===== config.mk =====
export PLATFORM = sky130hd
export DESIGN_NAME = imm_gen_pipe
export DESIGN_NICKNAME = d
export VERILOG_FILES = /design/src/rtl/imm_gen_pkg.sv /design/src/rtl/imm_decode.sv /design/src/rtl/imm_gen_pipe.sv
export SDC_FILE = /design/constraint.sdc
export NUM_CORES = 1
export LEC_CHECK = 0
export CAP_MARGIN = 15
export CORE_ASPECT_RATIO = 2
export CORE_MARGIN = 4
export CORE_UTILIZATION = 54
export CTS_CLUSTER_SIZE = 28
export DETAILED_ROUTE_END_ITERATION = 16
export MAX_ROUTING_LAYER = met4
export PLACE_DENSITY = 0.84
export SYNTH_ARGS = -nofsm -noshare
export SYNTH_HDL_FRONTEND = slang
export SYNTH_SLANG_ARGS = --single-unit
export TNS_END_PERCENT = 30

===== constraint.sdc =====
create_clock -name clk -period 2.6 [get_ports clk]
set_clock_uncertainty 0.05 [all_clocks]
set_input_delay 0.52 -clock clk [delete_from_list [all_inputs] [get_ports clk]]
set_output_delay 0.52 -clock clk [all_outputs]
set_load 0.02 [all_outputs]

===== src/rtl/imm_gen_pkg.sv =====
// imm_gen_pkg: shared constants and types for the immediate-generator pipeline.
//   - RISC-V major opcodes recognised by the decoder
//   - shift-immediate upper-bit patterns that mark an encoding as legal
//   - fmt_e: output format code, skid_state_e: skid-buffer occupancy
package imm_gen_pkg;

    localparam logic [6:0] OpcLui     = 7'b0110111;
    localparam logic [6:0] OpcAuipc   = 7'b0010111;
    localparam logic [6:0] OpcJal     = 7'b1101111;
    localparam logic [6:0] OpcJalr    = 7'b1100111;
    localparam logic [6:0] OpcLoad    = 7'b0000011;
    localparam logic [6:0] OpcOpImm   = 7'b0010011;
    localparam logic [6:0] OpcOpImm32 = 7'b0011011;
    localparam logic [6:0] OpcStore   = 7'b0100011;
    localparam logic [6:0] OpcBranch  = 7'b1100011;
    localparam logic [6:0] OpcOp      = 7'b0110011;

    // Non-zero upper-bit patterns accepted for shifts (arithmetic right shift).
    localparam logic [5:0] ShUpper6Alt = 6'b010000;
    localparam logic [6:0] ShUpper7Alt = 7'b0100000;

    typedef enum logic [2:0] {
        FmtR    = 3'd0,
        FmtI    = 3'd1,
        FmtS    = 3'd2,
        FmtB    = 3'd3,
        FmtU    = 3'd4,
        FmtJ    = 3'd5,
        FmtSh   = 3'd6,
        FmtNone = 3'd7
    } fmt_e;

    typedef enum logic [1:0] {
        StEmpty = 2'd0,
        StOne   = 2'd1,
        StTwo   = 2'd2
    } skid_state_e;

endpackage


===== src/rtl/imm_decode.sv =====
// imm_decode: combinational RISC-V immediate decoder.
//   instr   - raw 32-bit instruction word
//   imm     - decoded immediate, sign- or zero-extended to XLEN
//   fmt     - format code (fmt_e)
//   illegal - unknown opcode or reserved shift encoding
module imm_decode
    import imm_gen_pkg::*;
#(
    parameter int unsigned XLEN = 32,
    parameter bit          RV64 = (XLEN == 64)
) (
    input  logic [31:0]     instr,
    output logic [XLEN-1:0] imm,
    output fmt_e            fmt,
    output logic            illegal
);

    logic [6:0] opcode;
    logic [2:0] funct3;
    logic       is_shift;

    assign opcode   = instr[6:0];
    assign funct3   = instr[14:12];
    assign is_shift = (funct3 == 3'd1) || (funct3 == 3'd5);

    function automatic logic [XLEN-1:0] sext32(input logic [31:0] v);
        return XLEN'($signed(v));
    endfunction

    always_comb begin
        imm     = '0;
        fmt     = FmtNone;
        illegal = 1'b0;
        case (opcode)
            OpcLui, OpcAuipc: begin
                fmt = FmtU;
                imm = sext32({instr[31:12], 12'b0});
            end
            OpcJal: begin
                fmt = FmtJ;
                imm = sext32({{11{instr[31]}}, instr[31], instr[19:12], instr[20],
                              instr[30:21], 1'b0});
            end
            OpcJalr, OpcLoad: begin
                fmt = FmtI;
                imm = sext32({{20{instr[31]}}, instr[31:20]});
            end
            OpcOpImm: begin
                if (is_shift) begin
                    fmt = FmtSh;
                    if (RV64) begin
                        imm     = XLEN'(instr[25:20]);
                        illegal = !((instr[31:26] == 6'b0) || (instr[31:26] == ShUpper6Alt));
                    end else begin
                        imm     = XLEN'(instr[24:20]);
                        illegal = !((instr[31:25] == 7'b0) || (instr[31:25] == ShUpper7Alt));
                    end
                end else begin
                    fmt = FmtI;
                    imm = sext32({{20{instr[31]}}, instr[31:20]});
                end
            end
            OpcOpImm32: begin
                if (!RV64) begin
                    illegal = 1'b1;
                end else if (is_shift) begin
                    // Word shifts always use a 5-bit shamt, even on RV64.
                    fmt     = FmtSh;
                    imm     = XLEN'(instr[24:20]);
                    illegal = !((instr[31:25] == 7'b0) || (instr[31:25] == ShUpper7Alt));
                end else begin
                    fmt = FmtI;
                    imm = sext32({{20{instr[31]}}, instr[31:20]});
                end
            end
            OpcStore: begin
                fmt = FmtS;
                imm = sext32({{20{instr[31]}}, instr[31:25], instr[11:7]});
            end
            OpcBranch: begin
                fmt = FmtB;
                imm = sext32({{19{instr[31]}}, instr[31], instr[7], instr[30:25],
                              instr[11:8], 1'b0});
            end
            OpcOp: begin
                fmt = FmtR;
            end
            default: begin
                illegal = 1'b1;
            end
        endcase
    end

endmodule


===== src/rtl/imm_gen_pipe.sv =====
// imm_gen_pipe: immediate decoder followed by a 2-entry skid buffer.
//   clk, reset (sync, active-high), flush (drop all buffered entries)
//   in_valid/in_ready/in_instr   - input handshake, in_ready comes from a flop
//   out_valid/out_ready          - output handshake
//   out_imm/out_fmt/out_illegal  - decoded fields of the oldest (main) entry
module imm_gen_pipe
    import imm_gen_pkg::*;
#(
    parameter int unsigned XLEN = 32,
    parameter bit          RV64 = (XLEN == 64)
) (
    input  logic            clk,
    input  logic            reset,
    input  logic            flush,
    input  logic            in_valid,
    output logic            in_ready,
    input  logic [31:0]     in_instr,
    output logic            out_valid,
    input  logic            out_ready,
    output logic [XLEN-1:0] out_imm,
    output logic [2:0]      out_fmt,
    output logic            out_illegal
);

    logic [XLEN-1:0] dec_imm;
    fmt_e            dec_fmt;
    logic            dec_illegal;

    imm_decode #(
        .XLEN (XLEN),
        .RV64 (RV64)
    ) u_decode (
        .instr   (in_instr),
        .imm     (dec_imm),
        .fmt     (dec_fmt),
        .illegal (dec_illegal)
    );

    skid_state_e     state_q, state_d;
    logic            in_ready_q, in_ready_d;
    logic [XLEN-1:0] main_imm_q, main_imm_d, skid_imm_q, skid_imm_d;
    fmt_e            main_fmt_q, main_fmt_d, skid_fmt_q, skid_fmt_d;
    logic            main_ill_q, main_ill_d, skid_ill_q, skid_ill_d;
    logic            in_xfer, out_xfer;

    assign out_valid   = (state_q != StEmpty);
    assign in_ready    = in_ready_q;
    assign out_imm     = main_imm_q;
    assign out_fmt     = main_fmt_q;
    assign out_illegal = main_ill_q;

    assign in_xfer  = in_valid && in_ready_q;
    assign out_xfer = out_valid && out_ready;

    always_comb begin
        state_d    = state_q;
        main_imm_d = main_imm_q;
        main_fmt_d = main_fmt_q;
        main_ill_d = main_ill_q;
        skid_imm_d = skid_imm_q;
        skid_fmt_d = skid_fmt_q;
        skid_ill_d = skid_ill_q;
        case (state_q)
            StEmpty: begin
                if (in_xfer) begin
                    state_d    = StOne;
                    main_imm_d = dec_imm;
                    main_fmt_d = dec_fmt;
                    main_ill_d = dec_illegal;
                end
            end
            StOne: begin
                if (in_xfer && out_xfer) begin
                    main_imm_d = dec_imm;
                    main_fmt_d = dec_fmt;
                    main_ill_d = dec_illegal;
                end else if (in_xfer) begin
                    state_d    = StTwo;
                    skid_imm_d = dec_imm;
                    skid_fmt_d = dec_fmt;
                    skid_ill_d = dec_illegal;
                end else if (out_xfer) begin
                    state_d = StEmpty;
                end
            end
            StTwo: begin
                // in_ready is low here, so only the drain side can move.
                if (out_xfer) begin
                    state_d    = StOne;
                    main_imm_d = skid_imm_q;
                    main_fmt_d = skid_fmt_q;
                    main_ill_d = skid_ill_q;
                end
            end
            default: state_d = StEmpty;
        endcase
        if (flush) begin
            state_d = StEmpty;
        end
        in_ready_d = (state_d != StTwo);
    end

    always_ff @(posedge clk) begin
        if (reset) begin
            state_q    <= StEmpty;
            in_ready_q <= 1'b1;
            main_imm_q <= '0;
            main_fmt_q <= FmtNone;
            main_ill_q <= 1'b0;
            skid_imm_q <= '0;
            skid_fmt_q <= FmtNone;
            skid_ill_q <= 1'b0;
        end else begin
            state_q    <= state_d;
            in_ready_q <= in_ready_d;
            main_imm_q <= main_imm_d;
            main_fmt_q <= main_fmt_d;
            main_ill_q <= main_ill_d;
            skid_imm_q <= skid_imm_d;
            skid_fmt_q <= skid_fmt_d;
            skid_ill_q <= skid_ill_d;
        end
    end

endmodule


==> impl_metrics.csv <==
group,metric,value,unit
status,status,"finished clean",
detailed_routing,routed_wl,10700,um
yosys,synth-edff-count,0,
clock_tree,clkLatencyLatePin,0.33,ns
sta,fin_crit,2.297,ns
clock_tree,cts_tree,"done",
clock_tree,cts_setup_buffers,0,
detailed_routing,drtIter0Drc,332,
clock_tree,clkSinkCount,75,
die,die_area,7842,sq um
critical_path,critical-path-max-stage-delay,0.68,ns
critical_path,worst_setup_path_start_kind,"primary input",
yosys,yosys_warnings,0,
die,core_area,6259,sq um
grt,gr-total-overflow,0,
final_layout,fin_nets,534,
grt,track_usage,29.15,%
yosys,syn_area,3466,sq um
sta,slew_headroom,42.10,%
clock_tree,clockBufferDepth,2,
critical_path,crit_fanout,11,
detailed_routing,vias,3575,
clock_tree,htreeDepth,3,
grt,top_usage_layer,"met2",
final_layout,area_delta_synth_final,38.01,%
final_layout,final_cell_mix,"dfxtp_1 (75), clkdlybuf4s50_1 (73), nand2_1 (65)",
final_layout,num_antenna_cells,0,
sta,timing.fmax,435.3,MHz
yosys,synth_cell_types,50,
yosys,synth_cells,411,
sta,whs,0.4020,ns
critical_path,crit_arrival,2.42,ns
job,cap_violations,0,
critical_path,critical_path_class,"primary input to register",
die,die_y,121.3,um
die,ioPinCount,75,
sta,setup_viol,0,
final_layout,mostFrequentLayoutCell,"dfxtp_1",
grt,antenna_found_initial,0,
hold_path,hold_path.class,"register to register",
power_and_ir_drop,peakVddDrop,0.0006071,V
detailed_routing,antenna_left,0,
final_layout,final_layout_size_suffix_gt1_share,14.94,%
critical_path,path_depth,6,
die,fp-row-count,41,
place,finalWeightedCongestion,0.9395,
critical_path,worst-path-buf-inv,1,
place,place_hpwl,7460,um
clock_tree,path_clk_slew,0.06,ns
yosys,ys_seq_area_share,43.32,%
critical_path,path_cells,"clkdlybuf4s50_1, nand3b_1, nand4b_1, o41ai_4, a21oi_2, a221oi_1",
yosys,syn-num-nets,448,
yosys,async_flop_share,0,%
detailed_routing,route.detailed.drc,0,
die,initial_core_util,55.38,%
hold_path,hold_depth,2,
critical_path,setup.worst_path.end_class,"register",
sta,finalHoldViolations,0,
clock_tree,cts_resized,0,
die,die_x,64.65,um
power_and_ir_drop,p_leak,0.001642,uW
critical_path,crit_family,"compound AO/OA/AOI/OAI gates",
power_and_ir_drop,powerDensity,636.0,nW/um^2
critical_path,required,2.72,ns
grt,grt_max_degree,41,
critical_path,rr_worst_depth,5,
detailed_routing,dr.pass1.iters,6,
clock_tree,numCtsBuffers,9,
grt,use_met1,29.88,%
critical_path,slowest_stage,"a21oi_2",
yosys,yosys_register_bits,75,
yosys,ys.flop_type,"dfxtp_1",
sta,rsz0062_at_grt,"false",
grt,use_met2,51.55,%
grt,grt_pass1_wl,16950,um
sta,fin_crit_sh,88.36,%
yosys,avgSynthCellArea,8.433,sq um
place,numPortBuffers,74,
clock_tree,cts-root-buf,"clkbuf_16",
clock_tree,cts_hold_buf,0,
detailed_routing,routedWlPerCell,18.19,um
grt,met3_usage,4.449,%
power_and_ir_drop,finalPower,3042,uW
grt,grt_pass1_vias,3581,
sta,slew_viol_final,0,
detailed_routing,viasPerCell,6.080,
sta,worst_pin_slew,0.8685,ns
[cell usage after synthesis (all sizes together), types with 10 or more instances]
cell type | instances | area share, %
a211oi | 25 | 6.9
dfxtp | 75 | 43
a221oi | 21 | 7.1
nor2 | 46 | 5.0
o21ai | 32 | 4.6
nand2 | 66 | 7.2
nand3 | 10 | 1.4
buf | 17 | 2.7
nor3 | 16 | 2.3
clkbuf | 15 | 1.6
a21oi | 25 | 3.8
[report_power, final]
part / leakage, uW / switching [uW] / internal, uW
sequential: 0.000611 / 25.1 / 1190
combinational: 0.000869 / 233 / 195
clock: 0.000161 / 456 / 940
[state kept, by name, summed over array words and instances, names as in the netlist]
name / flops
skid_fmt_q: 3
skid_imm_q: 32
in_ready: 1
state_q: 2
out_imm: 32
out_illegal: 1
out_fmt: 3
skid_ill_q: 1
[worst min-delay path: stages (launching register included)]
cell     delay (ns)
dfxtp_1        0.31
nand2_1        0.05
a21oi_1        0.05
[cell families after synthesis]
| kind of cell | after synthesis | synth area share [%] |
|---|---|---|
| simple gates | 164 | 21.26 |
| mux | 1 | 0.2888 |
| compound gates | 137 | 30.54 |
| flops | 75 | 43.32 |
| buf+inv | 34 | 4.584 |
[through the flow]
step / instance area [sq um] / worst slack [ns] / setup TNS, ns / utilization, % / cells
3_5_place_dp: 4448 / -0.0006828 / -0.0006828 / 71.07 / 572
3_3_place_gp: 4448 / -0.02212 / -0.09635 / 71.07 / 572
5_1_grt: 4783 / 0.2078 / 0 / 76.43 / 588
4_1_cts: 4783 / 0.3369 / 0 / 76.43 / 588
2_1_floorplan: 3466 / 0.8413 / 0 / - / 411
6_report: 4783 / 0.3027 / 0 / 76.43 / 588
[area by class of cell]
| class | instances | area, sq um |
|---|---|---|
| repair buffers | 107 | 1021 |
| well taps | 86 | 107.6 |
| inverters | 2 | 7.507 |
| flip-flops and latches | 75 | 1501 |
| clock buffers | 12 | 236.5 |
| fillers | 451 | 1475 |
| clock inverters | 4 | 98.84 |
| multi-input cells | 302 | 1810 |
[layer usage]
| metal | part of all wire [%] | wire (um) | up-vias |
|---|---|---|---|
| li1 | - | - | 1671 |
| met1 | 37 | 3934 | 1734 |
| met2 | 54 | 5819 | 141 |
| met3 | 4.9 | 526 | 29 |
| met4 | 3.9 | 416 | 0 |
| met5 | 0 | 0 | - |
[worst paths after layout]
check,start,end,slack (ns)
setup / recovery,in_instr[4],out_imm[25],0.30
hold / removal,skid_imm_q[5],skid_imm_q[5],0.40
setup reg to reg,state_q[1],out_imm[28],0.55
hold reg to reg,skid_imm_q[5],skid_imm_q[5],0.40
(Power assumes the default switching activity.)
